--- src/rtl/vga_pkg.sv ---
// Shared types and default timing for the BMP-to-VGA frame scheduler.
package vga_pkg;

  typedef enum logic [2:0] {
    IDLE,
    BACKPORCH,
    ACTIVE,
    FRONTPORCH,
    SYNC
  } line_state_e;

  localparam int unsigned DEF_H_BP     = 88;
  localparam int unsigned DEF_H_ACTIVE = 512;
  localparam int unsigned DEF_H_FP     = 328;
  localparam int unsigned DEF_H_SYNC   = 128;
  localparam int unsigned DEF_V_BP     = 23;
  localparam int unsigned DEF_V_ACTIVE = 512;
  localparam int unsigned DEF_V_FP     = 1;
  localparam int unsigned DEF_V_SYNC   = 4;

  localparam int unsigned H_TOT = DEF_H_BP + DEF_H_ACTIVE + DEF_H_FP + DEF_H_SYNC;
  localparam int unsigned V_TOT = DEF_V_BP + DEF_V_ACTIVE + DEF_V_FP + DEF_V_SYNC;

  function automatic int unsigned cnt_width(input int unsigned n);
    return (n > 1) ? $clog2(n) : 1;
  endfunction

endpackage

--- src/rtl/vga_sync_counter.sv ---
// Horizontal/vertical position counters with region flags for one frame.
module vga_sync_counter
  import vga_pkg::*;
#(
  parameter int unsigned H_BP     = DEF_H_BP,
  parameter int unsigned H_ACTIVE = DEF_H_ACTIVE,
  parameter int unsigned H_FP     = DEF_H_FP,
  parameter int unsigned H_SYNC   = DEF_H_SYNC,
  parameter int unsigned V_BP     = DEF_V_BP,
  parameter int unsigned V_ACTIVE = DEF_V_ACTIVE,
  parameter int unsigned V_FP     = DEF_V_FP,
  parameter int unsigned V_SYNC   = DEF_V_SYNC,
  parameter int unsigned HW       = cnt_width(H_BP + H_ACTIVE + H_FP + H_SYNC)
) (
  input  logic          clk,
  input  logic          rst,
  input  logic          en,
  input  logic          clr,
  output logic [HW-1:0] h_cnt,
  output logic          h_active,
  output logic          v_active,
  output logic          h_sync,
  output logic          v_sync,
  output logic          end_of_line,
  output logic          end_of_frame
);

  localparam int unsigned LINE_TOT  = H_BP + H_ACTIVE + H_FP + H_SYNC;
  localparam int unsigned FRAME_TOT = V_BP + V_ACTIVE + V_FP + V_SYNC;
  localparam int unsigned VW        = cnt_width(FRAME_TOT);

  logic [HW-1:0] h_q, h_d;
  logic [VW-1:0] v_q, v_d;

  always_comb begin
    h_d = h_q;
    v_d = v_q;
    if (clr) begin
      h_d = '0;
      v_d = '0;
    end else if (en) begin
      if (end_of_line) begin
        h_d = '0;
        v_d = end_of_frame ? '0 : v_q + VW'(1);
      end else begin
        h_d = h_q + HW'(1);
      end
    end
  end

  always_ff @(posedge clk) begin
    if (rst) begin
      h_q <= '0;
      v_q <= '0;
    end else begin
      h_q <= h_d;
      v_q <= v_d;
    end
  end

  assign h_cnt        = h_q;
  assign h_active     = (32'(h_q) >= H_BP) && (32'(h_q) < H_BP + H_ACTIVE);
  assign v_active     = (32'(v_q) >= V_BP) && (32'(v_q) < V_BP + V_ACTIVE);
  assign h_sync       = (32'(h_q) >= H_BP + H_ACTIVE + H_FP);
  assign v_sync       = (32'(v_q) >= V_BP + V_ACTIVE + V_FP);
  assign end_of_line  = (32'(h_q) == LINE_TOT - 1);
  assign end_of_frame = end_of_line && (32'(v_q) == FRAME_TOT - 1);

endmodule

--- src/rtl/vga_frame_scheduler.sv ---
// Frame sequencer: line FSM, frame-buffer address generation, 2-stage pixel pipe, aligned HS/VS.
module vga_frame_scheduler
  import vga_pkg::*;
#(
  parameter int unsigned H_BP     = DEF_H_BP,
  parameter int unsigned H_ACTIVE = DEF_H_ACTIVE,
  parameter int unsigned H_FP     = DEF_H_FP,
  parameter int unsigned H_SYNC   = DEF_H_SYNC,
  parameter int unsigned V_BP     = DEF_V_BP,
  parameter int unsigned V_ACTIVE = DEF_V_ACTIVE,
  parameter int unsigned V_FP     = DEF_V_FP,
  parameter int unsigned V_SYNC   = DEF_V_SYNC,
  parameter int unsigned AW       = 18
) (
  input  logic          clk,
  input  logic          rst,
  input  logic          start,
  input  logic          continuous,
  output logic          busy,
  output logic          frame_done,
  output logic          mem_rd,
  output logic [AW-1:0] mem_addr,
  input  logic [7:0]    mem_data,
  output logic [7:0]    out_pixel,
  output logic          out_pixel_valid,
  output logic          HS,
  output logic          VS
);

  localparam int unsigned LINE_TOT = H_BP + H_ACTIVE + H_FP + H_SYNC;
  localparam int unsigned HW       = cnt_width(LINE_TOT);

  line_state_e   state_q, state_d;
  logic [HW-1:0] h_cnt;
  logic          h_active, v_active, h_sync, v_sync, end_of_line, end_of_frame;
  logic          running, cnt_clr;
  logic [AW-1:0] addr_q, addr_d;
  logic [1:0]    vld_q, vld_d;
  logic [1:0]    hs_q, hs_d;
  logic [1:0]    vs_q, vs_d;
  logic [7:0]    pix_q, pix_d;
  logic          done_q, done_d;

  assign running = (state_q != IDLE);
  assign cnt_clr = running && end_of_frame && !continuous;

  vga_sync_counter #(
    .H_BP    (H_BP),
    .H_ACTIVE(H_ACTIVE),
    .H_FP    (H_FP),
    .H_SYNC  (H_SYNC),
    .V_BP    (V_BP),
    .V_ACTIVE(V_ACTIVE),
    .V_FP    (V_FP),
    .V_SYNC  (V_SYNC),
    .HW      (HW)
  ) u_sync_counter (
    .clk         (clk),
    .rst         (rst),
    .en          (running),
    .clr         (cnt_clr),
    .h_cnt       (h_cnt),
    .h_active    (h_active),
    .v_active    (v_active),
    .h_sync      (h_sync),
    .v_sync      (v_sync),
    .end_of_line (end_of_line),
    .end_of_frame(end_of_frame)
  );

  always_comb begin
    state_d = state_q;
    unique case (state_q)
      IDLE:       if (start) state_d = BACKPORCH;
      BACKPORCH:  if (32'(h_cnt) == H_BP - 1) state_d = ACTIVE;
      ACTIVE:     if (32'(h_cnt) == H_BP + H_ACTIVE - 1) state_d = FRONTPORCH;
      FRONTPORCH: if (32'(h_cnt) == H_BP + H_ACTIVE + H_FP - 1) state_d = SYNC;
      SYNC: begin
        if (end_of_line) state_d = (end_of_frame && !continuous) ? IDLE : BACKPORCH;
      end
      default:    state_d = IDLE;
    endcase
  end

  assign mem_rd = (state_q == ACTIVE) && h_active && v_active;

  // Stage 1 of the pipe is the memory itself; stage 2 captures its data.
  // HS/VS share the same 2-deep delay and drain naturally after the frame ends.
  always_comb begin
    addr_d = addr_q;
    if (!running || end_of_frame) addr_d = '0;
    else if (mem_rd)              addr_d = addr_q + AW'(1);
    vld_d  = {vld_q[0], mem_rd};
    pix_d  = vld_q[0] ? mem_data : '0;
    hs_d   = {hs_q[0], running && h_sync};
    vs_d   = {vs_q[0], running && v_sync};
    done_d = running && end_of_frame;
  end

  always_ff @(posedge clk) begin
    if (rst) begin
      state_q <= IDLE;
      addr_q  <= '0;
      vld_q   <= '0;
      pix_q   <= '0;
      hs_q    <= '0;
      vs_q    <= '0;
      done_q  <= 1'b0;
    end else begin
      state_q <= state_d;
      addr_q  <= addr_d;
      vld_q   <= vld_d;
      pix_q   <= pix_d;
      hs_q    <= hs_d;
      vs_q    <= vs_d;
      done_q  <= done_d;
    end
  end

  assign busy            = running;
  assign frame_done      = done_q;
  assign mem_addr        = addr_q;
  assign out_pixel       = pix_q;
  assign out_pixel_valid = vld_q[1];
  assign HS              = hs_q[1];
  assign VS              = vs_q[1];

endmodule

--- config.mk ---
export PLATFORM = sky130hd
export DESIGN_NAME = vga_frame_scheduler
export DESIGN_NICKNAME = d
export VERILOG_FILES = /design/src/rtl/vga_pkg.sv /design/src/rtl/vga_sync_counter.sv /design/src/rtl/vga_frame_scheduler.sv
export SDC_FILE = /design/constraint.sdc
export NUM_CORES = 1
export LEC_CHECK = 0
export ABC_AREA = 1
export ABC_CLOCK_PERIOD_IN_PS = 2000
export CORE_MARGIN = 2
export CORE_UTILIZATION = 40
export DETAILED_ROUTE_END_ITERATION = 16
export PLACE_DENSITY = 0.63
export SLEW_MARGIN = 20
export SYNTH_ARGS = -nofsm -noshare
export SYNTH_HDL_FRONTEND = slang
export SYNTH_SLANG_ARGS = --single-unit
--- constraint.sdc ---
create_clock -name clk -period 2 [get_ports clk]
set_input_delay 0.4 -clock clk [delete_from_list [all_inputs] [get_ports clk]]
set_output_delay 0.4 -clock clk [all_outputs]
set_load 0.05 [all_outputs]
==> results.md <==
* Worst setup endpoint: mem_rd
* WHS at 0.407 ns
* Initial antenna violation count at 0
* Syn avg cell area at around 6.7 sq um
* Largest net degree at the start of global routing at 19
* Routed Antenna Nets at 0
* Total track usage at 18.9%
* I/O Pins at 44
* Final min period at slightly below 2 ns
* Die ar. at approximately 0.0084 sq mm
* PortBufs at 43
* Max Cap Viol at 0
* FF+latch count, synth at 57
* Yosys cell types at 33
* Reg2reg setup slack at 0.15 ns
* DR vias at 3,100
* Share of cells above drive strength 1 at 16.3%
* Starting Density at 40.6%
* Clock sink count at 57
* LEAKAGE at 0.00170 uW
* Final setup skew at 0.00689 ns
* First-pass GRT wire length at 13.1 mm
* Slew Viols, Final at 0
* H-tree depth at 3
* Beginning of the critical path: u_sync_counter.h_cnt[3]$_SDFFE_PP0P_
* Via/cell ratio at 4.93
* Ant. Diodes at 0
* Hold Vio Cnt, Final at 0
* Number of buffers created by CTS at 9
* Core area at 0.00761 sq mm
* Fin nets at 539
* # placed instances at 608
* Final wirelength at 7.36 mm
* Cell area power density at approximately 760 mW/mm^2
* Iteration-0 DRC count of the detailed router at 93
* Worst EP arrival at ~1.6 ns
* Most frequent cells in the layout: nand2_1, nor2_1, dfxtp_1
* Root Buffer Master: clkbuf_8
* Status: finished, final reports clean
* Residual DRC at 0
* CTS tree: yes
* Worst slew pin tran at 0.508 ns
* Sequential fraction of the synthesis area at ~37%
* Peak supply drop at 0.000777 V
* Most common cell after layout, fill and taps aside: nand2_1
* Met1 WL at 3.41 mm
* Top layer in use: met4
* Final setup viols at 0
* Clk slew on worst S/H paths at 0.07 ns
* Number of global-route vias before repair at between 2,000 and 3,000
* Post-route core utilization at 52.8%
* Cts hold-fix bufs at 0
* Startpoint class of the critical path: flop
* Max frequency at 511 MHz
* Critical path class: reg2out
* RR Startpoint: u_sync_counter.h_cnt[1]$_SDFFE_PP0P_
* Chip height at 91.9 microns
* Mapped Area at 0.00309 sq mm
* Met2 Wirelength at 3.49 mm
* CP Capture Type: primary output
* Worst-Skew Late Latency at around 0.35 ns
* Routability Congestion at 0.864
* RSZ-0062 raised after global routing: true
* Mapped Cells at 460
* # rows at 32
* Crit Path Max Fanout at 7
* Reg2Reg Depth at 11
* Worst Path Required at 1.60 ns
* Number of fill cells in the layout at 775
* Syn. warnings at 0
* Overflow after GRT at 0
* Tcrit/Tclk final at a little over nine tenths
* Clk buf depth at 2
* Synth-to-Final Area Change at 30.0%
* Slew HR at 66.0%
* Met3 WL at 291 microns
* Layout Cells excl Fill at ~630
* Die Wd at 91.9 microns
* Post-DR wirelength/cell at 11.7 microns
* DRT Pass-1 Iters at 5
* Worst min path class: reg2reg
* Hpwl dp at 5.52 mm
* Mapped Nets at 477
* Terminus of the critical flop-to-flop path: u_sync_counter.v_q[8]$_SDFFE_PP0P_
==> state kept, by name, indices dropped and copies added, names as in the netlist <==
signal,cells
mem_addr,18
u_sync_counter.h_cnt,11
u_sync_counter.v_q,10
out_pixel,8
state_q,3
hs_q,2
vld_q,2
vs_q,2
frame_done,1
==> cells by family after synthesis <==
logic type      count (synthesis)  share of synthesized area [%]
xor+xnor                       16                           4.53
simple gates                  271                           39.0
flops                          57                           36.9
compound gates                 48                           8.75
fa+ha+maj                       5                           2.02
buf+inv                        63                           8.79
==> worst max-delay path, cell delays in order (launching register included) <==
cell and delay [ns]:
dfxtp_1 0.46, nand4_1 0.16, nand3_1 0.13, nand3_2 0.12
nor2_4 0.18, buf_12 0.15
==> synthesized netlist by cell type <==
master | instances | area share (%)
nor2_4 | 1 | 0.36
nand3_1 | 34 | 5.5
nand2_2 | 6 | 1.2
nor3_1 | 20 | 3.2
or2_2 | 1 | 0.20
ha_1 | 5 | 2.0
xnor2_1 | 7 | 2.0
inv_1 | 44 | 5.3
nand2_1 | 111 | 13
nor2_2 | 4 | 0.81
nand4_2 | 1 | 0.40
nand3b_1 | 2 | 0.49
buf_6 | 4 | 1.5
a21oi_1 | 29 | 4.7
nor3b_1 | 2 | 0.49
o21ai_2 | 1 | 0.28
clkbuf_1 | 3 | 0.36
o21ai_1 | 3 | 0.49
inv_2 | 10 | 1.2
o21ai_4 | 1 | 0.53
nor2_8 | 1 | 0.65
buf_2 | 1 | 0.16
nand3b_2 | 1 | 0.36
nand3_2 | 2 | 0.65
o21ai_0 | 12 | 1.9
or2_0 | 1 | 0.20
xor2_1 | 9 | 2.6
nor2_1 | 75 | 9.1
a41oi_1 | 1 | 0.28
a21oi_4 | 1 | 0.53
dfxtp_1 | 57 | 37
nand4_1 | 9 | 1.8
buf_4 | 1 | 0.24
==> layer usage <==
| metal | global-route usage (%) | vias up |
|---|---|---|
| met5 | 0 | - |
| met4 | 7.21 | 0 |
| met3 | 4.19 | 16 |
| met2 | 31.6 | 64 |
| met1 | 23.7 | 1418 |
| li1 | - | 1602 |
==> final cells by class <==
type                            count  area, sq um  share of cell area, %
Inverter                           54          208                   5.17
Multi-Input combinational cell    340         1710                   42.6
Clock buffer                       10          138                   3.42
Tap cell                          102          128                   3.18
Sequential cell                    57         1160                   28.8
Timing Repair Buffer               60          583                   14.5
Clock inverter                      6         91.3                   2.27
==> through the flow <==
step	power [uW]	worst slack, ns	area, sq um	setup TNS (ns)
2_1_floorplan	1610	0.148	3090	0
3_3_place_gp	1810	0.178	3690	0
3_5_place_dp	1820	0.0914	3690	0
4_1_cts	3060	-0.0136	3940	-0.0136
5_1_grt	3220	-0.0503	4020	-0.0503
6_report	3040	0.0421	4020	0
==> worst min path at each step <==
stage               depth (start not counted)               start                 end  slack [ns]
floorplan                                   2  hs_q[0]$_SDFF_PP0_  hs_q[1]$_SDFF_PP0_        0.39
detailed placement                          2  hs_q[0]$_SDFF_PP0_  hs_q[1]$_SDFF_PP0_        0.40
global route                                2  hs_q[0]$_SDFF_PP0_  hs_q[1]$_SDFF_PP0_        0.44
finish                                      2  hs_q[0]$_SDFF_PP0_  hs_q[1]$_SDFF_PP0_        0.41
CTS                                         2  hs_q[0]$_SDFF_PP0_  hs_q[1]$_SDFF_PP0_        0.41
global placement                            2  hs_q[0]$_SDFF_PP0_  hs_q[1]$_SDFF_PP0_        0.39
==> what timing repair did <==
action	4_1_cts	5_1_grt
pin swaps	3	6
gates resized for setup	17	21
setup endpoints to repair	9	10
buffers inserted	1	4
==> power by group <==
part / switching [uW] / internal [uW]
Sequential: 26.7 / 1170
Clock: 502 / 736
Combinational: 386 / 214
Total: 915 / 2120
Power figures use the tool's default switching activity.
